==> config.mk <==
export PLATFORM = sky130hd
export DESIGN_NAME = alu
export DESIGN_NICKNAME = d
export VERILOG_FILES = /design/src/rtl/alu_pkg.sv /design/src/rtl/alu_add16.sv /design/src/rtl/alu.sv
export SDC_FILE = /design/constraint.sdc
export NUM_CORES = 1
export LEC_CHECK = 0
export ABC_AREA = 1
export CORE_AREA = 8 8 126 128
export CTS_BUF_LIST = sky130_fd_sc_hd__clkbuf_8
export CTS_CLUSTER_SIZE = 10
export DETAILED_ROUTE_END_ITERATION = 16
export DIE_AREA = 0 0 134 136
export HOLD_SLACK_MARGIN = 0.02
export PLACE_DENSITY = 0.65
export SETUP_SLACK_MARGIN = 0.2
export SKIP_CTS_REPAIR_TIMING = 1
export SLEW_MARGIN = 20
export SYNTH_ARGS = -nofsm -noshare
export SYNTH_HDL_FRONTEND = slang
export SYNTH_SLANG_ARGS = --single-unit
==> constraint.sdc <==
create_clock -name clk -period 1 [get_ports clk]
set_input_delay 0.2 -clock clk [delete_from_list [all_inputs] [get_ports clk]]
set_output_delay 0.2 -clock clk [all_outputs]
set_load 0.005 [all_outputs]
==> src/rtl/alu_pkg.sv <==
// rtl/alu_pkg.sv - shared opcodes and default width for the alu block
package alu_pkg;
    localparam int ALU_WIDTH = 16;

    localparam logic [2:0] OP_AND = 3'b000;
    localparam logic [2:0] OP_OR  = 3'b001;
    localparam logic [2:0] OP_ADD = 3'b010;
    localparam logic [2:0] OP_XOR = 3'b011;
    localparam logic [2:0] OP_SLL = 3'b100;
    localparam logic [2:0] OP_SRL = 3'b101;
    localparam logic [2:0] OP_SUB = 3'b110;
    localparam logic [2:0] OP_SLT = 3'b111;
endpackage

==> src/rtl/alu_add16.sv <==
// rtl/alu_add16.sv - WIDTH-bit adder with carry-in and carry-out
module alu_add16 #(
    parameter int WIDTH = 16
) (
    input  logic [WIDTH-1:0] i_a,
    input  logic [WIDTH-1:0] i_b,
    input  logic             i_cin,
    output logic [WIDTH-1:0] o_sum,
    output logic             o_cout
);
    assign {o_cout, o_sum} = {1'b0, i_a} + {1'b0, i_b} + {{WIDTH{1'b0}}, i_cin};
endmodule

==> src/rtl/alu.sv <==
// rtl/alu.sv - registered ALU with flags plus an independent branch adder
module alu
    import alu_pkg::*;
#(
    parameter int WIDTH = ALU_WIDTH
) (
    input  logic             clk,
    input  logic             rst_n,
    input  logic             en,
    input  logic [WIDTH-1:0] src1,
    input  logic [WIDTH-1:0] src2,
    input  logic [2:0]       ctrl,
    input  logic [WIDTH-1:0] add_a,
    input  logic [WIDTH-1:0] add_b,
    output logic [WIDTH-1:0] result,
    output logic             zero,
    output logic             cin,
    output logic             vin,
    output logic             sin,
    output logic [WIDTH-1:0] sum,
    output logic             carry
);
    localparam int SHW = $clog2(WIDTH);

    logic             w_sub;
    logic [WIDTH-1:0] w_b_eff;
    logic [WIDTH-1:0] w_alu_sum;
    logic             w_alu_cout;
    logic [WIDTH-1:0] w_br_sum;
    logic             w_br_cout;
    logic             w_ovf;
    logic [SHW-1:0]   w_shamt;
    logic [WIDTH-1:0] w_res;
    logic             w_cin;
    logic             w_vin;

    logic [WIDTH-1:0] r_result;
    logic             r_zero;
    logic             r_cin;
    logic             r_vin;
    logic             r_sin;
    logic [WIDTH-1:0] r_sum;
    logic             r_carry;

    // SUB and SLT share the adder as src1 + ~src2 + 1
    assign w_sub   = (ctrl == OP_SUB) || (ctrl == OP_SLT);
    assign w_b_eff = w_sub ? ~src2 : src2;
    assign w_shamt = src2[SHW-1:0];

    alu_add16 #(.WIDTH(WIDTH)) u_alu_add (
        .i_a    (src1),
        .i_b    (w_b_eff),
        .i_cin  (w_sub),
        .o_sum  (w_alu_sum),
        .o_cout (w_alu_cout)
    );

    alu_add16 #(.WIDTH(WIDTH)) u_br_add (
        .i_a    (add_a),
        .i_b    (add_b),
        .i_cin  (1'b0),
        .o_sum  (w_br_sum),
        .o_cout (w_br_cout)
    );

    // Overflow: both adder inputs share a sign that the sum does not
    assign w_ovf = (src1[WIDTH-1] == w_b_eff[WIDTH-1]) &&
                   (w_alu_sum[WIDTH-1] != src1[WIDTH-1]);

    always_comb begin
        w_res = '0;
        w_cin = 1'b0;
        w_vin = 1'b0;
        case (ctrl)
            OP_AND: w_res = src1 & src2;
            OP_OR:  w_res = src1 | src2;
            OP_XOR: w_res = src1 ^ src2;
            OP_SLL: w_res = src1 << w_shamt;
            OP_SRL: w_res = src1 >> w_shamt;
            OP_ADD, OP_SUB: begin
                w_res = w_alu_sum;
                w_cin = w_alu_cout;
                w_vin = w_ovf;
            end
            OP_SLT: w_res = {{(WIDTH-1){1'b0}}, w_alu_sum[WIDTH-1] ^ w_ovf};
            default: w_res = '0;
        endcase
    end

    always_ff @(posedge clk or negedge rst_n) begin
        if (!rst_n) begin
            r_result <= '0;
            r_zero   <= 1'b1;
            r_cin    <= 1'b0;
            r_vin    <= 1'b0;
            r_sin    <= 1'b0;
            r_sum    <= '0;
            r_carry  <= 1'b0;
        end else if (en) begin
            r_result <= w_res;
            r_zero   <= (w_res == '0);
            r_cin    <= w_cin;
            r_vin    <= w_vin;
            r_sin    <= w_res[WIDTH-1];
            r_sum    <= w_br_sum;
            r_carry  <= w_br_cout;
        end
    end

    assign result = r_result;
    assign zero   = r_zero;
    assign cin    = r_cin;
    assign vin    = r_vin;
    assign sin    = r_sin;
    assign sum    = r_sum;
    assign carry  = r_carry;
endmodule

Word level (Yosys, flattened, before mapping) --
Index checks and enable logic that the tools add are counted.
Word-level totals: latch bits 0, bits in read-only memories 0, logic and storage cells 35, output and inout port bits 37, input port bits 70, memory bits (writable) 0, bits in registers 37, memories 0
Cells by class: equality and inequality tests 9, reductions and logical operators 5, div/mod/pow operators 0, multiplexer cells 4, shifts and indexed selects 2, order comparisons 0, add/sub/neg operators 3, bitwise gates (word level) 5, multiply operators 0
Operators with widths (number):
- $pmux W16 S7 | 1
- $add A16 B16 Y17 | 2
- $add A17 B1 Y17 | 1
- $and A16 B16 Y16 | 1
- $logic_not A16 Y1 | 1
- $mux W16 | 1
- $not A16 Y16 | 1
- $or A16 B16 Y16 | 1
- $shl A16 B4 Y16 | 1
- $shr A16 B4 Y16 | 1
- $xor A16 B16 Y16 | 1
- $eq A3 B3 Y1 const B | 4
- $eq A3 B2 Y1 const B | 2
- $eq A3 B1 Y1 const B | 1
- $logic_not A3 Y1 | 1
- $mux W1 | 2
- $reduce_or A2 Y1 | 1
- $eq A1 B1 Y1 | 1
- $logic_and A1 B1 Y1 | 1
- $logic_or A1 B1 Y1 | 1
- $ne A1 B1 Y1 | 1
- $xor A1 B1 Y1 | 1

Logic depth before layout (Yosys ltp) --
Gate-level depths: netlist of run 1.
depth in word-level cells 10, depth in mapped cells 21, gate-level depth less buffers 19

By module --
A second synthesis of run 1 with hierarchy kept.
Unflattened totals: cell total of the unflattened synthesis 1041, area total of the unflattened synthesis 5947.0 µm²
By module, submodules not included:
- alu | area an instance 3950.0 µm², cells an instance 665, sequential area each 902.1 µm², times used 1
- alu_add16 | area an instance 998.5 µm², cells an instance 188, sequential area each 0.0 µm², times used 2

Worst setup path before layout of run 1 --
Ideal clock, no wire load.
path type input to register, from in ctrl[2], to reg r_zero, in the netlist zero, library setup time 61 ps, data arrival time 2289 ps, stages on the path 17, path slack -1350 ps, data required time 939 ps, buffers on the path 1, path through nand2_4 buf_1 o21ai_0 fa_1 nand2_1 nand2_1 nand2_1 nand2_1 nand2_1 nand3b_1 nand3_1 nand3_1 o21ai_0 nand2_1 nor2_1 nand4_1 nand2_1
Between the ends: word-level cells in the longest chain between the ends 10, elaborated cells on any way between the ends 19, those cells by class add/sub: 2; eq/ne: 9; mux: 2; bitwise: 1; reduce/logical: 5
Ends and longest elaborated chain:
- start, declared | line alu.sv:12 | input logic [2:0] ctrl,
- $eq A3 B3 Y1 | line alu.sv:46, alu.sv:74
- $logic_or A1 B1 Y1 | line alu.sv:46 | assign w_sub = (ctrl == OP_SUB) || (ctrl == OP_SLT);
- $mux W16 | line alu.sv:47 | assign w_b_eff = w_sub ? ~src2 : src2;
- $add A16 B16 Y17 | line alu_add16.sv:11 | assign {o_cout, o_sum} = {1'b0, i_a} + {1'b0, i_b} + {{WIDTH{1'b0}}, i_cin};
- $add A17 B1 Y17 | line alu_add16.sv:11
- $ne A1 B1 Y1 | line alu.sv:68 | (w_alu_sum[WIDTH-1] != src1[WIDTH-1]);
- $logic_and A1 B1 Y1 | line alu.sv:67 | assign w_ovf = (src1[WIDTH-1] == w_b_eff[WIDTH-1]) &&
- $xor A1 B1 Y1 | line alu.sv:85 | OP_SLT: w_res = {{(WIDTH-1){1'b0}}, w_alu_sum[WIDTH-1] ^ w_ovf};
- $pmux W16 S7 (*) | line alu.sv:74 | case (ctrl)
- $logic_not A16 Y1 (*) | line alu.sv:101 | r_zero <= (w_res == '0);
- end signal, assigned | line alu.sv:101
- end, declared | line alu.sv:38 | logic r_zero;
Every way passes the cells marked *; elsewhere a longest branch is shown, timed or not. A chain may end at the register's enable or synchronous reset.

Worst setup path in the final report of run 1 --
from in ctrl[1], to reg r_zero, in the netlist zero
The elaborated chain is that of the path after synthesis.

==> results.json, run 1 <==
{
  "stdcell_area_um2": 9560,
  "nFillCells": 1163,
  "clk_pin_slew_ns": 0.07,
  "hold_violations": 11,
  "clock_skew_ns": 0,
  "ant_nets": 0,
  "dpl_cell_area_um2": 8160,
  "violations": "negative hold slack, negative setup slack",
  "dieArea_um2": 18200,
  "crit_type": "input port to flip-flop",
  "synth-seq-area-share_pct": 16.8,
  "grt_max_degree": 40,
  "period_needed_ns": 2.05,
  "netlist_instances": 907,
  "seqPwrFrac_pct": 20.9,
  "die_w_um": 134,
  "fin_crit_sh_pct": 205,
  "cts_made_buffers": 5,
  "yosysWarnings": 0,
  "drt_wl_total_um": 24000,
  "avgRoutedWirePerCell_um": 17.0,
  "synth_area_leaders": "nand2_1 21%, dfrtp_1 16%, ha_1 15%",
  "core_area_um2": 14000,
  "synth_top_cell_area_share_pct": 21.1,
  "netlist-cell-type-count": 36,
  "io_pins": 107,
  "portBuffers": 106,
  "power.share.clock_pct": 12.9,
  "r2r_slack_ns": 0.15,
  "vias": 7339,
  "syn_nets": 1044,
  "p_int_mw": 5.05,
  "cts.sinks": 36,
  "final_nets": 1359,
  "drc": 0,
  "die_y_um": 136,
  "drive_gt1_share_pct": 42.1,
  "vdd_drop_max_mv": 0.523,
  "final.setup.tns_ns": -22.17,
  "met2WireLength_um": 10900,
  "finalPower_mw": 8.64,
  "grt_overflow_total": 0,
  "slew_viol_final": 0,
  "crit_path_start_kind": "input port",
  "power_density_nw_per_um2": 903,
  "cts_root_buffer": "clkbuf_8",
  "gp_congestion": 1.06,
  "async_flop_share_pct": 100,
  "avgSynthCellArea_um2": 5.93,
  "p_sw_mw": 3.59,
  "met1_length_um": 10600,
  "highest_layer": "met4",
  "synth_seq_cells": 36,
  "setup_violations": 51,
  "switching_share_pct": 41.6,
  "drtIter0Drc": 611,
  "grt_pass1_wl_um": 33800,
  "worstMarginPinSlew_ns": 0.387,
  "required_ns": 1.24,
  "most-common-layout-cells": "248 x nand2_1, 204 x buf_4, 90 x nand3_1",
  "pwr-share-comb_pct": 66.1,
  "synth-main-ff-cell": "dfrtp_1",
  "grt.total_usage_pct": 23.3,
  "slew_headroom_pct": 74.2,
  "worstPathMaxFanout": 6,
  "viasPerCell": 5.21,
  "cellLeakagePower_nw": 5.18,
  "clockBufferDepth": 2,
  "area_growth_pct": 77.7,
  "wl_met3_um": 1580,
  "insertion_delay_ns": 0.30,
  "fin_hold_ws_ns": -0.180,
  "antenna_found_initial": 1,
  "dr.pass1.iters": 5,
  "worstPathArrival_ns": 2.28,
  "final_common_cell": "nand2_1",
  "start_util_pct": 38.3,
  "rsz0062_at_grt": "yes",
  "outcome": "complete, but fails checks",
  "cap_violations": 0,
  "h-tree-depth": 2,
  "grt_pass1_vias": 6408,
  "rows": 44,
  "dp_hpwl_um": 18100,
  "synth_area_um2": 5380,
  "synth_top_area_cell": "nand2_1",
  "synth_edf_count": 0,
  "layout_setup_ws_ns": -1.05,
  "cp-end-kind": "flip-flop",
  "cts_tree": "done",
  "fmax_mhz": 489,
  "min_path_type": "input port to asynchronous set/reset pin"
}
==> state kept, by name, summed over array words and instances, names as in the netlist <==
signal  flops
result     16
sum        16
carry       1
cin         1
vin         1
zero        1
==> path summary, 6_finish.rpt <==
kind                                from         end  cells after the start
worst min-delay path               rst_n  result[10]                      1
worst max-delay path             ctrl[1]        zero                     18
worst max register to register   sum[11]     sum[11]                      4
worst min register to register   sum[15]     sum[15]                      2
max in group asynchronous          rst_n         cin                      2
min in group clk                add_a[0]      sum[0]                      4
==> power groups by stage <==
stage          Combinational, mW  Sequential [mW]  Clock [mW]
6_report                    5.71             1.81        1.12
2_1_floorplan               2.12             1.85           0
5_1_grt                     6.20             1.82        1.20
4_1_cts                     4.58             1.81        1.13
3_5_place_dp                4.55             1.84           0
3_3_place_gp                4.52             1.82           0
==> synth_stat cells, types with 4 or more instances <==
| library cell | number |
|---|---|
| clkbuf_1 | 12 |
| buf_2 | 13 |
| and2_1 | 6 |
| o211ai_1 | 7 |
| a21oi_1 | 37 |
| nand2_2 | 4 |
| buf_1 | 4 |
| nor2_1 | 80 |
| or2_2 | 17 |
| dfrtp_1 | 35 |
| nand3_1 | 119 |
| nand2_1 | 303 |
| nand4_1 | 11 |
| xor2_1 | 21 |
| a31oi_1 | 4 |
| nor3_1 | 7 |
| o21ai_0 | 45 |
| ha_1 | 65 |
| inv_1 | 87 |
| nand3b_1 | 5 |
==> worst max-delay path, cell delays in order <==
cell and delay [ns]:
buf_12 0.11, nand2_8 0.10, buf_12 0.13, xor2_1 0.18
ha_1 0.29, buf_4 0.15, buf_4 0.14, nand2_4 0.08
o21ai_2 0.07, a21oi_2 0.15, nand3_1 0.10, nand3_1 0.08
nand2_1 0.07, nand2_2 0.09, nand2_1 0.06, nor2_1 0.10
nand4_1 0.10, nand2_1 0.07
==> layer usage <==
layer	global-route usage, %	up-vias
met3	2.81	50
met2	35.9	275
met5	0	-
met1	32.5	3434
met4	8.80	0
li1	-	3580
==> layout make-up <==
class                      count  area (um2)  area share, %
antenna                        2        5.00         0.0523
clock buffer                   6        82.6          0.864
clock inverter                 2        11.3          0.118
inverter                      90         348           3.64
multi-input combinational    750        5060           53.0
sequential                    36         902           9.43
tap                          184         230           2.41
timing repair buffer         339        2920           30.5
==> through the flow <==
stage / instances / util [%] / worst slack (ns) / hold WS, ns
CTS: 1353 / 58.8 / -1.64 / -0.177
global route: 1408 / 68.1 / -1.20 / -0.168
detailed placement: 1345 / 58.2 / -1.94 / 0.139
finish: 1409 / 68.1 / -1.05 / -0.180
global placement: 1345 / 58.2 / -1.92 / 0.135
floorplan: 907 / - / -1.01 / -0.0956
==> logic make-up after synthesis <==
logic type / after synthesis / synth area share [%]
adder cells (fa/ha/maj): 67 / 15.9
AO/OA/AOI/OAI: 103 / 10.5
buffers and inverters: 122 / 9.02
flip-flops: 36 / 16.8
XOR/XNOR: 23 / 3.74
AND/OR/NAND/NOR: 556 / 44.2
(Power assumes the default switching activity.)
==> run 2: changes to the inputs <==
Settings changed: CORE_AREA 8 8 126 128 to 2 2 120 122, CTS_BUF_LIST sky130_fd_sc_hd__clkbuf_8 to sky130_fd_sc_hd__clkbuf_16, DIE_AREA 0 0 134 136 to 0 0 122 124.
==> results.json, run 2 (synthesis results as in run 1) <==
{
  "cp-end-kind": "flip-flop",
  "cap_violations": 0,
  "stdcell_count": 1380,
  "slew_headroom_pct": 75.1,
  "antenna_found_initial": 1,
  "grt.total_usage_pct": 26.5,
  "multi_input_area_um2": 4990,
  "final_common_cell": "nand2_1",
  "fin_crit_sh_pct": 212,
  "fin_util_pct": 68.1,
  "stdcell_area_um2": 9350,
  "h-tree-depth": 2,
  "most-common-layout-cells": "257 x nand2_1, 183 x buf_4, 100 x nand3_1",
  "dpl_cell_area_um2": 8040,
  "core_area_um2": 13700,
  "layout_setup_ws_ns": -1.12,
  "grt_pass1_wl_um": 31700,
  "violations": "negative setup slack",
  "grt_util_met1_pct": 39.2,
  "slew_viol_final": 0,
  "die_w_um": 122,
  "seq_area_um2": 902,
  "cellLeakagePower_nw": 5.09,
  "avgRoutedWirePerCell_um": 16.2,
  "crit_top_cell": "nand2_2",
  "critPathLaunch": "ctrl[1]",
  "cts_root_buffer": "clkbuf_16",
  "viasPerCell": 5.19,
  "crit_type": "input port to flip-flop",
  "outcome": "complete, but fails checks",
  "cts_made_buffers": 5,
  "start_util_pct": 39.2,
  "clk_pin_slew_ns": 0.06,
  "rsz0062_at_grt": "yes",
  "use_met2_pct": 41.3,
  "area_growth_pct": 73.6,
  "vdd_drop_max_mv": 0.707,
  "drc": 0,
  "crit_family": "simple AND/OR/NAND/NOR gates",
  "required_ns": 1.20,
  "worstMarginPinSlew_ns": 0.373,
  "grtUsageMet3_pct": 3.62,
  "clock_skew_ns": 0,
  "dr.pass1.iters": 5,
  "min_path_type": "input port to flip-flop",
  "io_pins": 107,
  "drt_wl_total_um": 22400,
  "final.setup.tns_ns": -23.52,
  "hold_violations": 0,
  "period_needed_ns": 2.12,
  "worstPathArrival_ns": 2.32,
  "insertion_delay_ns": 0.27,
  "cts_tree": "done",
  "rows": 43,
  "drtIter0Drc": 559,
  "setup_violations": 38,
  "clockBufferDepth": 2,
  "antenna_cells": 0,
  "worst-path-buf-inv": 5,
  "place_inst": 1328,
  "critPathMaxStageDelay_ns": 0.34,
  "dp_hpwl_um": 16500,
  "cts.sinks": 36,
  "crit_chain": "buf_12 > nand2_8 > buf_6 > xor2_2 > ha_1 > nand2_2 > inv_2 > nand3_2 > nor3_2 > nand2_1 > buf_4 > nand3b_1 > nand3_2 > nand2_2 > nand2_2 > buf_4 > o21ai_0",
  "top_usage_layer": "met2",
  "grt_pass1_vias": 6211,
  "fin_hold_ws_ns": 0.263,
  "timing.rr.start": "result[2]",
  "die_y_um": 124,
  "cpMaxStageDelayCell": "ha_1",
  "holdCritStartpoint": "add_a[0]",
  "drive_gt1_share_pct": 39.1,
  "fmax_mhz": 472,
  "vias": 7168,
  "nFillCells": 1173,
  "grt_max_degree": 35,
  "portBuffers": 106,
  "crit_path_start_kind": "input port",
  "final_nets": 1337,
  "worstPathMaxFanout": 6,
  "power_density_nw_per_um2": 929,
  "dieArea_um2": 15100,
  "gp_congestion": 0.988,
  "grt_overflow_total": 0,
  "ant_nets": 0
}
-- run 2: layout make-up --
cell class	instances	share of cell area, %
clock buffer	5	1.34
tap	180	2.41
inverter	90	3.67
clock inverter	2	0.0803
sequential	36	9.65
multi-input combinational	750	53.4
timing repair buffer	317	29.5
-- run 2: final timing paths --
check                             end  slack, ns  depth (start not counted)
min                            sum[0]       0.26                          4
max in group asynchronous        zero       0.25                          3
min reg2reg                      zero       0.47                          2
max reg2reg                 result[2]       0.11                          4
max                        result[13]      -1.12                         17
min in group asynchronous      sum[1]       0.37                          2
-- run 2: tightest hold or removal path: cells and delay by family --
kind,cells,cell delay [ns]
AND/OR/NAND/NOR,2,0.11
adder cells (fa/ha/maj),1,0.12
buffers and inverters,1,0.08
-- run 2: power by group --
part | switching (mW) | internal (mW) | leakage [nW]
registers | 0.137 | 1.69 | 0.444
logic | 2.79 | 2.60 | 4.58
clock network | 0.577 | 0.892 | 0.0648
-- run 2: metrics by stage --
step | setup slack (ns) | power (mW)
after global routing | -1.26 | 9.28
after detailed placement | -1.85 | 6.25
after global placement | -1.85 | 6.21
final | -1.12 | 8.68
after floorplan | -1.01 | 3.97
after CTS | -1.57 | 7.73
-- run 2: per-layer routing --
| layer | routed length [um] | vias up | share of wire (%) |
|---|---|---|---|
| met5 | 13 | - | 0.058 |
| met4 | 597 | 2 | 2.7 |
| met3 | 1450 | 60 | 6.5 |
| met2 | 10300 | 263 | 46 |
| met1 | 9960 | 3321 | 45 |
| li1 | - | 3522 | - |
==> run 3: changes to the inputs <==
==> constraint.sdc (replaced) <==
create_clock -name clk -period 1 [get_ports clk]
set_input_delay 0.25 -clock clk [delete_from_list [all_inputs] [get_ports clk]]
set_output_delay 0.25 -clock clk [all_outputs]
set_load 0.005 [all_outputs]
==> results.json, run 3 (synthesis results as in run 1) <==
{
  "cts_tree": "done",
  "cts_made_buffers": 5,
  "die_w_um": 122,
  "drc": 0,
  "worst-path-buf-inv": 4,
  "cp-end-kind": "flip-flop",
  "min_path_type": "input port to flip-flop",
  "r2r_cells": 4,
  "fin_hold_ws_ns": 0.292,
  "setup_violations": 70,
  "stdcell_area_um2": 9530,
  "avgRoutedWirePerCell_um": 16.7,
  "vdd_drop_max_mv": 0.741,
  "insertion_delay_ns": 0.28,
  "rows": 43,
  "crit_family": "simple AND/OR/NAND/NOR gates",
  "start_util_pct": 39.2,
  "antenna_cells": 0,
  "final_nets": 1351,
  "worstPathArrival_ns": 2.36,
  "vias": 7254,
  "clk_pin_slew_ns": 0.06,
  "hold_violations": 0,
  "gp_congestion": 0.995,
  "clock_skew_ns": 0,
  "crit_path_start_kind": "input port",
  "antenna_found_initial": 0,
  "violations": "negative setup slack",
  "io_pins": 107,
  "drtIter0Drc": 591,
  "whs_path_depth": 4,
  "layout_setup_ws_ns": -1.12,
  "crit_chain": "buf_12 > nand2_8 > buf_6 > xor2_2 > ha_1 > nand2_2 > inv_2 > a21oi_4 > inv_2 > nand2_2 > nand4_1 > nand3_2 > nand2_2 > nand2_2 > nand2_1 > nor2_1 > nand4_1 > nand2_1",
  "slew_viol_final": 0,
  "power_density_nw_per_um2": 970,
  "drt_wl_total_um": 23300,
  "outcome": "complete, but fails checks",
  "final.setup.tns_ns": -25.80,
  "fin_crit_sh_pct": 212,
  "crit_type": "input port to flip-flop",
  "die_y_um": 124,
  "slew_headroom_pct": 72.3,
  "period_needed_ns": 2.12,
  "crit_cells": 18,
  "cts_root_buffer": "clkbuf_16",
  "worstMarginPinSlew_ns": 0.415,
  "dr.pass1.iters": 5,
  "drive_gt1_share_pct": 42.6,
  "grt.total_usage_pct": 26.6,
  "final_common_cell": "nand2_1",
  "dieArea_um2": 15100,
  "cts.sinks": 36,
  "dpl_cell_area_um2": 8090,
  "critPathMaxStageDelay_ns": 0.29,
  "required_ns": 1.23,
  "dp_hpwl_um": 16800,
  "most-common-layout-cells": "251 x nand2_1, 201 x buf_4, 92 x nand3_1",
  "viasPerCell": 5.20,
  "cellLeakagePower_nw": 5.11,
  "grt_pass1_vias": 6333,
  "portBuffers": 106,
  "grt_pass1_wl_um": 31600,
  "grt_overflow_total": 0,
  "cpMaxStageDelayCell": "ha_1",
  "grt_max_degree": 31,
  "cap_violations": 0,
  "rsz0062_at_grt": "yes",
  "h-tree-depth": 2,
  "core_area_um2": 13700,
  "area_growth_pct": 77.1,
  "worstPathMaxFanout": 7,
  "ant_nets": 0,
  "crit_top_cell": "nand2_2",
  "clockBufferDepth": 2,
  "fmax_mhz": 471
}
-- run 3: cell count changes in the layout (fill, tap and decap cells not counted), sizes merged --
cell / change
clkinvlp: +1
buf: +11
bufinv: +1
dlymetal6s2s: -7
clkdlybuf4s50: -1
dlygate4sd3: +2
clkbuf: +9
clkinv: -1
-- run 3: stage by stage --
stage	worst slack [ns]	utilization [%]	instances	total power, mW
4_1_cts	-1.78	60.2	1348	8.10
6_report	-1.12	69.5	1395	9.25
2_1_floorplan	-1.06	-	907	3.97
3_5_place_dp	-2.07	59.0	1340	6.26
5_1_grt	-1.28	69.5	1395	9.79
3_3_place_gp	-2.03	59.0	1340	6.21
-- run 3: path summary, 6_finish.rpt --
check | slack [ns] | endpoint | start
worst max-delay path | -1.12 | zero | ctrl[1]
worst max register to register | -0.01 | result[1] | result[1]
worst min register to register | 0.48 | sum[0] | sum[0]
min in group asynchronous | 0.39 | result[14] | rst_n
worst min-delay path | 0.29 | sum[0] | add_a[0]
max in group asynchronous | 0.26 | sum[1] | rst_n
-- run 3: routing by layer --
metal,global-route usage [%],up-vias,wire [um]
met5,0,-,0
met1,37.0,3376,10000
met2,43.1,270,11100
li1,-,3570,-
met4,5.46,0,483
met3,5.08,38,1680
-- run 3: area by class of cell --
cell class | count | area, um2
multi-input cells | 750 | 5100
fillers | 1117 | 4190
repair buffers | 331 | 2790
flip-flops and latches | 36 | 902
inverters | 90 | 350
well taps | 180 | 225
clock buffers | 5 | 125
clock inverters | 3 | 42.5
-- run 3: power breakdown --
part | total [mW] | internal [mW] | switching, mW | leakage, nW
combinational | 5.59 | 2.70 | 2.89 | 4.59
clock | 1.83 | 1.17 | 0.662 | 0.0798
sequential | 1.82 | 1.69 | 0.136 | 0.444
total | 9.25 | 5.56 | 3.69 | 5.11
-- run 3: worst min-delay path: stages --
cell and delay (ns):
buf_6 0.07, ha_4 0.12, nand2_1 0.05, nand2_1 0.06
